File: config.mk
export PLATFORM = sky130hd
export DESIGN_NAME = afe_roic_lvds_serializer
export DESIGN_NICKNAME = d
export VERILOG_FILES = /design/src/rtl/afe_roic_pkg.sv /design/src/rtl/afe_roic_pattern_gen.sv /design/src/rtl/afe_roic_lvds_serializer.sv
export SDC_FILE = /design/constraint.sdc
export NUM_CORES = 1
export LEC_CHECK = 0
export CORE_ASPECT_RATIO = 1.1
export CORE_UTILIZATION = 50
export CTS_CLUSTER_DIAMETER = 100
export DETAILED_ROUTE_END_ITERATION = 10
export HOLD_SLACK_MARGIN = 0.15
export PLACE_DENSITY = 0.8
export SLEW_MARGIN = 40
export SYNTH_ARGS = -nofsm -noshare
export SYNTH_HDL_FRONTEND = slang
export SYNTH_SLANG_ARGS = --single-unit
File: constraint.sdc
create_clock -name clk -period 4.1 [get_ports clk]
set_input_delay 0.41 -clock clk [delete_from_list [all_inputs] [get_ports clk]]
set_output_delay 0.41 -clock clk [all_outputs]
set_load 0.005 [all_outputs]
File: src/rtl/afe_roic_pkg.sv
// Shared definitions for the ROIC LVDS serializer: register map, pattern codes,
// FSM state type and the serial word width helper.
package afe_roic_pkg;

    // Register addresses
    localparam logic [7:0] REG_CTRL = 8'h00;  // data[0]: soft reset
    localparam logic [7:0] REG_PAT  = 8'h10;  // data[9:5]: pattern select
    localparam logic [7:0] REG_PWR  = 8'h13;  // data[15:5] all ones: sleep

    // Pattern codes
    localparam logic [4:0] PAT_NORMAL = 5'h00;
    localparam logic [4:0] PAT_ALT    = 5'h11;
    localparam logic [4:0] PAT_RAMP   = 5'h13;
    localparam logic [4:0] PAT_PRBS   = 5'h15;
    localparam logic [4:0] PAT_ZEROS  = 5'h17;
    localparam logic [4:0] PAT_ONES   = 5'h19;
    localparam logic [4:0] PAT_DESKEW = 5'h1E;

    typedef enum logic [1:0] {
        StIdle,
        StShift,
        StGap
    } state_e;

    function automatic int unsigned word_width(input int unsigned header_w,
                                               input int unsigned pixel_w);
        return header_w + pixel_w;
    endfunction

endpackage

File: src/rtl/afe_roic_pattern_gen.sv
// Per-lane word builder. Produces the {header, pixel} word to load into a lane's
// shift register for the selected pattern.
// Ports:
//   pattern      pattern select code
//   lane         lane index (constant per instance)
//   pixel_cnt    index of the word being loaded within the line
//   line_cnt     line index of the word being loaded (header width/2 bits)
//   sensor_pixel sensor data for this lane
//   tp_sel       external test-pattern request (NORMAL mode only)
//   word         assembled serial word
//   clk/rst_n/seed_load/advance exist only with AFE_ROIC_PRBS_EN (PRBS-15 LFSR).
module afe_roic_pattern_gen
    import afe_roic_pkg::*;
#(
    parameter int unsigned PIXEL_W  = 16,
    parameter int unsigned HEADER_W = 8
) (
`ifdef AFE_ROIC_PRBS_EN
    input  logic                         clk,
    input  logic                         rst_n,
    input  logic                         seed_load,
    input  logic                         advance,
`endif
    input  logic [4:0]                   pattern,
    input  logic [3:0]                   lane,
    input  logic [PIXEL_W-1:0]           pixel_cnt,
    input  logic [HEADER_W/2-1:0]        line_cnt,
    input  logic [PIXEL_W-1:0]           sensor_pixel,
    input  logic                         tp_sel,
    output logic [HEADER_W+PIXEL_W-1:0]  word
);

    localparam int unsigned HW2 = HEADER_W / 2;

    logic [HEADER_W-1:0] hdr;
    logic [PIXEL_W-1:0]  pix;

`ifdef AFE_ROIC_PRBS_EN
    logic [14:0]        lfsr_q, lfsr_cur, lfsr_nxt;
    logic [PIXEL_W-1:0] prbs_pix;

    // x^15 + x^14 + 1, first generated bit lands in the pixel MSB.
    always_comb begin
        lfsr_cur = seed_load ? (15'(lane) + 15'd1) : lfsr_q;
        lfsr_nxt = lfsr_cur;
        prbs_pix = '0;
        for (int b = PIXEL_W - 1; b >= 0; b--) begin
            prbs_pix[b] = lfsr_nxt[14] ^ lfsr_nxt[13];
            lfsr_nxt    = {lfsr_nxt[13:0], prbs_pix[b]};
        end
    end

    always_ff @(posedge clk or negedge rst_n) begin
        if (!rst_n) begin
            lfsr_q <= 15'd1;
        end else if (advance) begin
            lfsr_q <= lfsr_nxt;
        end
    end
`endif

    always_comb begin
        hdr = {HW2'(lane), line_cnt};
        pix = sensor_pixel;
        case (pattern)
            PAT_ALT: begin
                for (int b = 0; b < int'(HEADER_W); b++) hdr[b] = (b % 2 == 0);
                for (int b = 0; b < int'(PIXEL_W); b++) pix[b] = (b % 2 == 1);
            end
            PAT_RAMP: begin
                pix = pixel_cnt + PIXEL_W'({lane, 8'h00});
            end
            PAT_ZEROS: begin
                hdr = '0;
                pix = '0;
            end
            PAT_ONES: begin
                hdr = '1;
                pix = '1;
            end
            PAT_DESKEW: begin
                for (int b = 0; b < int'(HEADER_W); b++) hdr[b] = (b % 2 == 1);
                for (int b = 0; b < int'(PIXEL_W); b++) pix[b] = (b >= int'(PIXEL_W / 4));
            end
`ifdef AFE_ROIC_PRBS_EN
            PAT_PRBS: begin
                hdr = {HW2'(lane), {HW2{1'b0}}};
                pix = prbs_pix;
            end
`endif
            default: begin
                // NORMAL and any unknown code
                if (tp_sel) begin
                    hdr = {HW2'(lane), {HW2{1'b0}}};
                    pix = pixel_cnt + PIXEL_W'(lane);
                end
            end
        endcase
        word = {hdr, pix};
    end

endmodule

File: src/rtl/afe_roic_lvds_serializer.sv
// ROIC LVDS output emulator. On each accepted SYNC rising edge it serializes a
// frame of LINES_PER_FRAME lines, each PIXELS_PER_LINE words of {header, pixel},
// MSB first on every lane, with a DDR bit clock and a word frame clock.
// Ports:
//   clk, rst_n          bit clock, async active-low reset
//   sync_i              frame trigger (rising edge)
//   tp_sel_i            test-pattern request in NORMAL mode
//   cfg_wr_i/addr/data  register write port
//   sensor_data_i       per-lane pixel input, lane 0 in LSBs
//   sensor_req_o        sensor_data_i is sampled this cycle
//   dout_o/dclk_o/fclk_o serial data, bit clock, word clock
//   frame_active_o, line_cnt_o, frame_cnt_o, sync_err_o, sleep_o  status
// Optional: define AFE_ROIC_PRBS_EN to build the PRBS-15 pattern (code 0x15).
module afe_roic_lvds_serializer
    import afe_roic_pkg::*;
#(
    parameter int unsigned NUM_CHANNELS    = 14,
    parameter int unsigned PIXEL_W         = 16,
    parameter int unsigned HEADER_W        = 8,
    parameter int unsigned PIXELS_PER_LINE = 256,
    parameter int unsigned LINES_PER_FRAME = 1,
    parameter int unsigned LINE_GAP        = 4
) (
    input  logic                              clk,
    input  logic                              rst_n,
    input  logic                              sync_i,
    input  logic                              tp_sel_i,
    input  logic                              cfg_wr_i,
    input  logic [7:0]                        cfg_addr_i,
    input  logic [15:0]                       cfg_data_i,
    input  logic [NUM_CHANNELS*PIXEL_W-1:0]   sensor_data_i,
    output logic                              sensor_req_o,
    output logic [NUM_CHANNELS-1:0]           dout_o,
    output logic                              dclk_o,
    output logic                              fclk_o,
    output logic                              frame_active_o,
    output logic [15:0]                       line_cnt_o,
    output logic [15:0]                       frame_cnt_o,
    output logic                              sync_err_o,
    output logic                              sleep_o
);

    localparam int unsigned W = word_width(HEADER_W, PIXEL_W);

    state_e      state_q, state_d;
    logic        sync_q;
    logic [4:0]  pat_q, pat_d;
    logic        sleep_q, sleep_d;
    logic [15:0] bit_q, bit_d, word_q, word_d, line_q, line_d;
    logic [15:0] gap_q, gap_d, frame_q, frame_d;
    logic        dclk_q, dclk_d;
    logic        sync_edge, soft_rst, load, sync_err;
    logic [W-1:0] shreg_q [NUM_CHANNELS];
    logic [W-1:0] shreg_d [NUM_CHANNELS];
    logic [W-1:0] load_word [NUM_CHANNELS];

    logic unused_cfg_bits;
    assign unused_cfg_bits = ^cfg_data_i[4:1];

    // word_d/line_d carry the pixel and line index of the word being loaded.
    for (genvar i = 0; i < NUM_CHANNELS; i++) begin : g_lane
        afe_roic_pattern_gen #(
            .PIXEL_W  (PIXEL_W),
            .HEADER_W (HEADER_W)
        ) u_gen (
`ifdef AFE_ROIC_PRBS_EN
            .clk          (clk),
            .rst_n        (rst_n),
            .seed_load    (state_q == StIdle),
            .advance      (load),
`endif
            .pattern      (pat_q),
            .lane         (4'(i)),
            .pixel_cnt    (PIXEL_W'(word_d)),
            .line_cnt     (line_d[HEADER_W/2-1:0]),
            .sensor_pixel (sensor_data_i[i*PIXEL_W +: PIXEL_W]),
            .tp_sel       (tp_sel_i),
            .word         (load_word[i])
        );
    end

    always_comb begin
        sync_edge = sync_i & ~sync_q;
        soft_rst  = cfg_wr_i && (cfg_addr_i == REG_CTRL) && cfg_data_i[0];
        state_d   = state_q;
        bit_d     = bit_q;
        word_d    = word_q;
        line_d    = line_q;
        gap_d     = gap_q;
        frame_d   = frame_q;
        dclk_d    = dclk_q;
        pat_d     = pat_q;
        sleep_d   = sleep_q;
        load      = 1'b0;
        sync_err  = 1'b0;

        if (cfg_wr_i && (cfg_addr_i == REG_PAT)) pat_d = cfg_data_i[9:5];
        if (cfg_wr_i && (cfg_addr_i == REG_PWR)) sleep_d = &cfg_data_i[15:5];

        unique case (state_q)
            StIdle: begin
                if (sync_edge) begin
                    if (sleep_q) begin
                        sync_err = 1'b1;
                    end else begin
                        load    = 1'b1;
                        state_d = StShift;
                        bit_d   = '0;
                        word_d  = '0;
                        line_d  = '0;
                        dclk_d  = 1'b1;
                    end
                end
            end
            StShift: begin
                sync_err = sync_edge;
                dclk_d   = ~dclk_q;
                bit_d    = bit_q + 16'd1;
                if (bit_q == 16'(W - 1)) begin
                    bit_d = '0;
                    if (word_q != 16'(PIXELS_PER_LINE - 1)) begin
                        load   = 1'b1;
                        word_d = word_q + 16'd1;
                    end else if (line_q != 16'(LINES_PER_FRAME - 1)) begin
                        state_d = StGap;
                        gap_d   = '0;
                        line_d  = line_q + 16'd1;
                    end else begin
                        state_d = StIdle;
                        dclk_d  = 1'b0;
                        frame_d = frame_q + 16'd1;
                    end
                end
            end
            StGap: begin
                // dclk holds here; the last gap cycle loads the next line's first word
                sync_err = sync_edge;
                gap_d    = gap_q + 16'd1;
                if (gap_q == 16'(LINE_GAP - 1)) begin
                    load    = 1'b1;
                    state_d = StShift;
                    word_d  = '0;
                    dclk_d  = ~dclk_q;
                end
            end
            default: state_d = StIdle;
        endcase

        // Soft reset wins over everything, including a coincident sync edge.
        if (soft_rst) begin
            state_d  = StIdle;
            bit_d    = '0;
            word_d   = '0;
            line_d   = '0;
            gap_d    = '0;
            frame_d  = '0;
            dclk_d   = 1'b0;
            pat_d    = PAT_NORMAL;
            sleep_d  = 1'b0;
            load     = 1'b0;
            sync_err = 1'b0;
        end
    end

    always_comb begin
        for (int i = 0; i < int'(NUM_CHANNELS); i++) begin
            shreg_d[i] = shreg_q[i];
            if (soft_rst) begin
                shreg_d[i] = '0;
            end else if (load) begin
                shreg_d[i] = load_word[i];
            end else if (state_q == StShift) begin
                shreg_d[i] = {shreg_q[i][W-2:0], 1'b0};
            end
        end
    end

    always_ff @(posedge clk or negedge rst_n) begin
        if (!rst_n) begin
            state_q <= StIdle;
            sync_q  <= 1'b0;
            pat_q   <= PAT_NORMAL;
            sleep_q <= 1'b0;
            bit_q   <= '0;
            word_q  <= '0;
            line_q  <= '0;
            gap_q   <= '0;
            frame_q <= '0;
            dclk_q  <= 1'b0;
            for (int i = 0; i < int'(NUM_CHANNELS); i++) shreg_q[i] <= '0;
        end else begin
            state_q <= state_d;
            sync_q  <= sync_i;
            pat_q   <= pat_d;
            sleep_q <= sleep_d;
            bit_q   <= bit_d;
            word_q  <= word_d;
            line_q  <= line_d;
            gap_q   <= gap_d;
            frame_q <= frame_d;
            dclk_q  <= dclk_d;
            for (int i = 0; i < int'(NUM_CHANNELS); i++) shreg_q[i] <= shreg_d[i];
        end
    end

    always_comb begin
        for (int i = 0; i < int'(NUM_CHANNELS); i++) begin
            dout_o[i] = (state_q == StShift) & shreg_q[i][W-1];
        end
    end

    assign sensor_req_o   = load;
    assign sync_err_o     = sync_err;
    assign dclk_o         = dclk_q;
    assign fclk_o         = (state_q == StShift) && (bit_q < 16'(W / 2));
    assign frame_active_o = (state_q != StIdle);
    assign line_cnt_o     = line_q;
    assign frame_cnt_o    = frame_q;
    assign sleep_o        = sleep_q;

endmodule

==> flow_summary.toml <==
[synthesis]
synthDistinctLibCells = 91
ys_warn_count = 0
synth_seq_area_share_pct = 41.0
syn_area_um2 = 26000
avgSynthCellArea_um2 = 8.56
synth_enable_flop_cells = 0
syn_nets = 3329
async_reset_ff_share_pct = 100
ys_ff_latch = 426
ys.flop_type = "dfrtp_1"
synthCells = 3037

[worst_setup_path]
critical_path_class = "reg -> reg"
max_stage_delay_ns = 0.79
critPathRequiredTime_ns = 4.56
cp_max_fo = 20
cp_slowest_cell = "nor4b_2"
endpoint_kind = "flop"
crit_family = "simple AND/OR/NAND/NOR gates"
path_common_cell = "nand2_1"
crit_buf_inv = 2
path_cells = "nor4_4, and4_2, buf_4, nand2_1, nor4b_2, o21ai_4, buf_12, nor3_1, nand2_1, nor2_1, o31ai_1"
cp.arrival_ns = 4.52
start_kind = "flop"

[placement]
gp_congestion = 1.00
dp_cells = 4054
post-dp-hpwl_um = 75100
port-buffer-count = 300

[drt]
wirelength_um = 103000
antenna_left = 0
num_vias = 27100
drt_iter0_markers = 3534
avgViaCountPerCell = 6.55
drc_errors = 0
detail_route.wl_per_cell_um = 25.0
dr.pass1.iters = 7

[clock_tree]
cts_max_level = 2
numCtsBuffers = 46
clockRootBuffer = "clkbuf_16"
path_clk_slew_ns = 0.07
insertion_delay_ns = 0.61
cts_tree = "done"
cts_num_sinks = 426
clock_path_buffers = 3

[run_status]
outcome = "complete, no violations"

[hold_path]
min_path_type = "in -> async"

[grt]
antenna_found_initial = 1
busiest_layer = "met2"
use_met3_pct = 6.52
globalRoute.totalOverflow = 0
globalRouteTotalUtil_pct = 38.7
grt_max_degree = 101
met2_usage_pct = 61.0
grt_pass1_wl_um = 155000
grt_pass1_vias = 26500
met1_usage_pct = 49.7

[die]
ios = 305
dieArea_um2 = 52900
rows = 87
core-area_um2 = 51300
fp.dieW_um = 219
dieHeight_um = 241
start_util_pct = 50.7

[flow_run]
max_cap_viol_count = 0

[sta]
fin_skew_ns = 0.0406
hold_violations = 0
whs_ns = 0.286
report.final.slew_viol_count = 0
min_period_ns = 4.06
tightest_slew_ns = 0.879
max_freq_ghz = 0.246
rsz0062_at_grt = "yes"
post-route-period-util_pct = 99.1
finalSetupViolations = 0
relSlewSlack_pct = 41.2

[power]
ir_drop_mv = 0.513
p_per_area_nw_per_um2 = 530
leakage_nw = 13.9

[cells_and_area]
antennaDiodeCount = 0
syn_to_final_growth_pct = 27.5
fin_cells = 4136
fillers = 4229
layout-drive-gt1-share_pct = 13.1
fin_nets = 3731
## layer usage
metal | up-vias | part of all wire [%] | wire, µm
met3 | 377 | 8.9 | 9200
met4 | 2 | 6.5 | 6740
met5 | - | 0.013 | 13
met2 | 1612 | 46 | 47200
met1 | 13200 | 39 | 40200
li1 | 11900 | - | -
## cells by family (layout without fill, tap and decap cells)
logic type,count (synthesis),count (layout),share of synthesized area (%)
buf+inv,320,752,4.85
fa+ha+maj,39,39,1.88
flops,426,426,41.0
xor+xnor,173,173,5.83
mux,32,32,1.29
simple gates,912,912,16.7
compound gates,1135,1135,28.4
## worst paths after layout
| path | to | startpoint | slack [ns] | depth (start not counted) |
|---|---|---|---|---|
| hold reg to reg | shreg_q[287] | shreg_q[287] | 0.47 | 2 |
| hold / removal | frame_cnt_o[6] | rst_n | 0.29 | 2 |
| setup reg to reg | shreg_q[224] | bit_q[9] | 0.04 | 11 |
| setup / recovery | shreg_q[224] | bit_q[9] | 0.04 | 11 |
| min in group clk | shreg_q[80] | tp_sel_i | 0.42 | 3 |
| max in group asynchronous | shreg_q[45] | rst_n | 2.66 | 4 |
## cell usage in the layout (no fill, tap or decap), drive strengths merged, types with 31 or more instances in the layout
master / synthesis / layout
xor2: 39 / 39
nor2: 243 / 243
a21oi: 236 / 236
nand2: 305 / 305
a21o: 39 / 39
xnor2: 134 / 134
clkdlybuf4s50: 0 / 298
dfrtp: 426 / 426
inv: 60 / 64
mux2i: 31 / 31
nor3: 58 / 58
a211oi: 31 / 31
a22oi: 106 / 106
buf: 61 / 312
o21ai: 407 / 407
nand4: 36 / 36
nor4: 41 / 41
nand3: 72 / 72
ha: 39 / 39
a31oi: 45 / 45
a221o: 110 / 110
clkbuf: 196 / 66
and3: 37 / 37
## power by group
| part | switching, mW | total [mW] | internal, mW |
|---|---|---|---|
| registers | 0.929 | 6.54 | 5.61 |
| logic | 4.16 | 6.89 | 2.74 |
| clock network | 1.78 | 4.14 | 2.36 |
| total | 6.87 | 17.6 | 10.7 |
## area by class of cell
type | count | area [µm²] | share of cell area, %
Clock inverter | 12 | 130 | 0.393
Tap cell | 667 | 835 | 2.52
Clock buffer | 66 | 1320 | 3.98
Timing Repair Buffer | 611 | 5690 | 17.2
Multi-Input combinational cell | 2291 | 14300 | 43.0
Inverter | 63 | 239 | 0.721
Sequential cell | 426 | 10700 | 32.2
## repair_timing
| action | in CTS | in global routing |
|---|---|---|
| pin swaps | 0 | 2 |
| setup endpoints to repair | 1 | 68 |
| hold buffers | 1 | 0 |
| buffers inserted | 0 | 2 |
| resized for setup | 1 | 23 |
| hold endpoints to repair | 92 | 0 |
## per-stage QoR
step	utilization, %	setup TNS, ns	cell area [µm²]	worst slack [ns]	total power, mW
3_3_place_gp	61.5	-0.353	31500	-0.101	13.0
4_1_cts	64.3	0	33000	0.00388	17.4
6_report	64.6	0	33100	0.0355	17.6
5_1_grt	64.6	-0.751	33100	-0.0987	18.4
3_5_place_dp	61.5	-0.751	31500	-0.143	13.3
2_1_floorplan	-	0	26000	0.0356	10.4
## cell usage after synthesis, types with 23 or more instances
cell,count,area share [%]
a211oi_1,31,0.90
a21o_1,39,1.1
a21oi_1,234,4.5
a221o_1,110,4.2
a22oi_1,106,3.1
a31oi_1,43,1.0
and2_1,24,0.58
and3_1,37,0.89
buf_2,35,0.67
clkbuf_1,196,2.8
dfrtp_1,426,41
ha_1,39,1.9
inv_1,53,0.77
mux2i_1,30,1.2
nand2_1,304,4.4
nand3_1,72,1.4
nand4_1,35,0.84
nor2_1,242,3.5
nor2b_1,25,0.60
nor3_1,57,1.1
nor4_1,35,0.84
o21ai_0,384,7.4
o221ai_1,23,0.78
o31ai_1,25,0.72
or3_1,26,0.63
xnor2_1,134,4.5
xor2_1,39,1.3
## sequential cells by signal (all words and copies together) (netlist names)
name,cells
bit_q,16
dclk_o,1
frame_cnt_o,16
gap_q,16
line_cnt_o,16
pat_q,5
shreg_q,336
sleep_o,1
state_q,2
sync_q,1
word_q,16
Power figures use the tool's default switching activity.
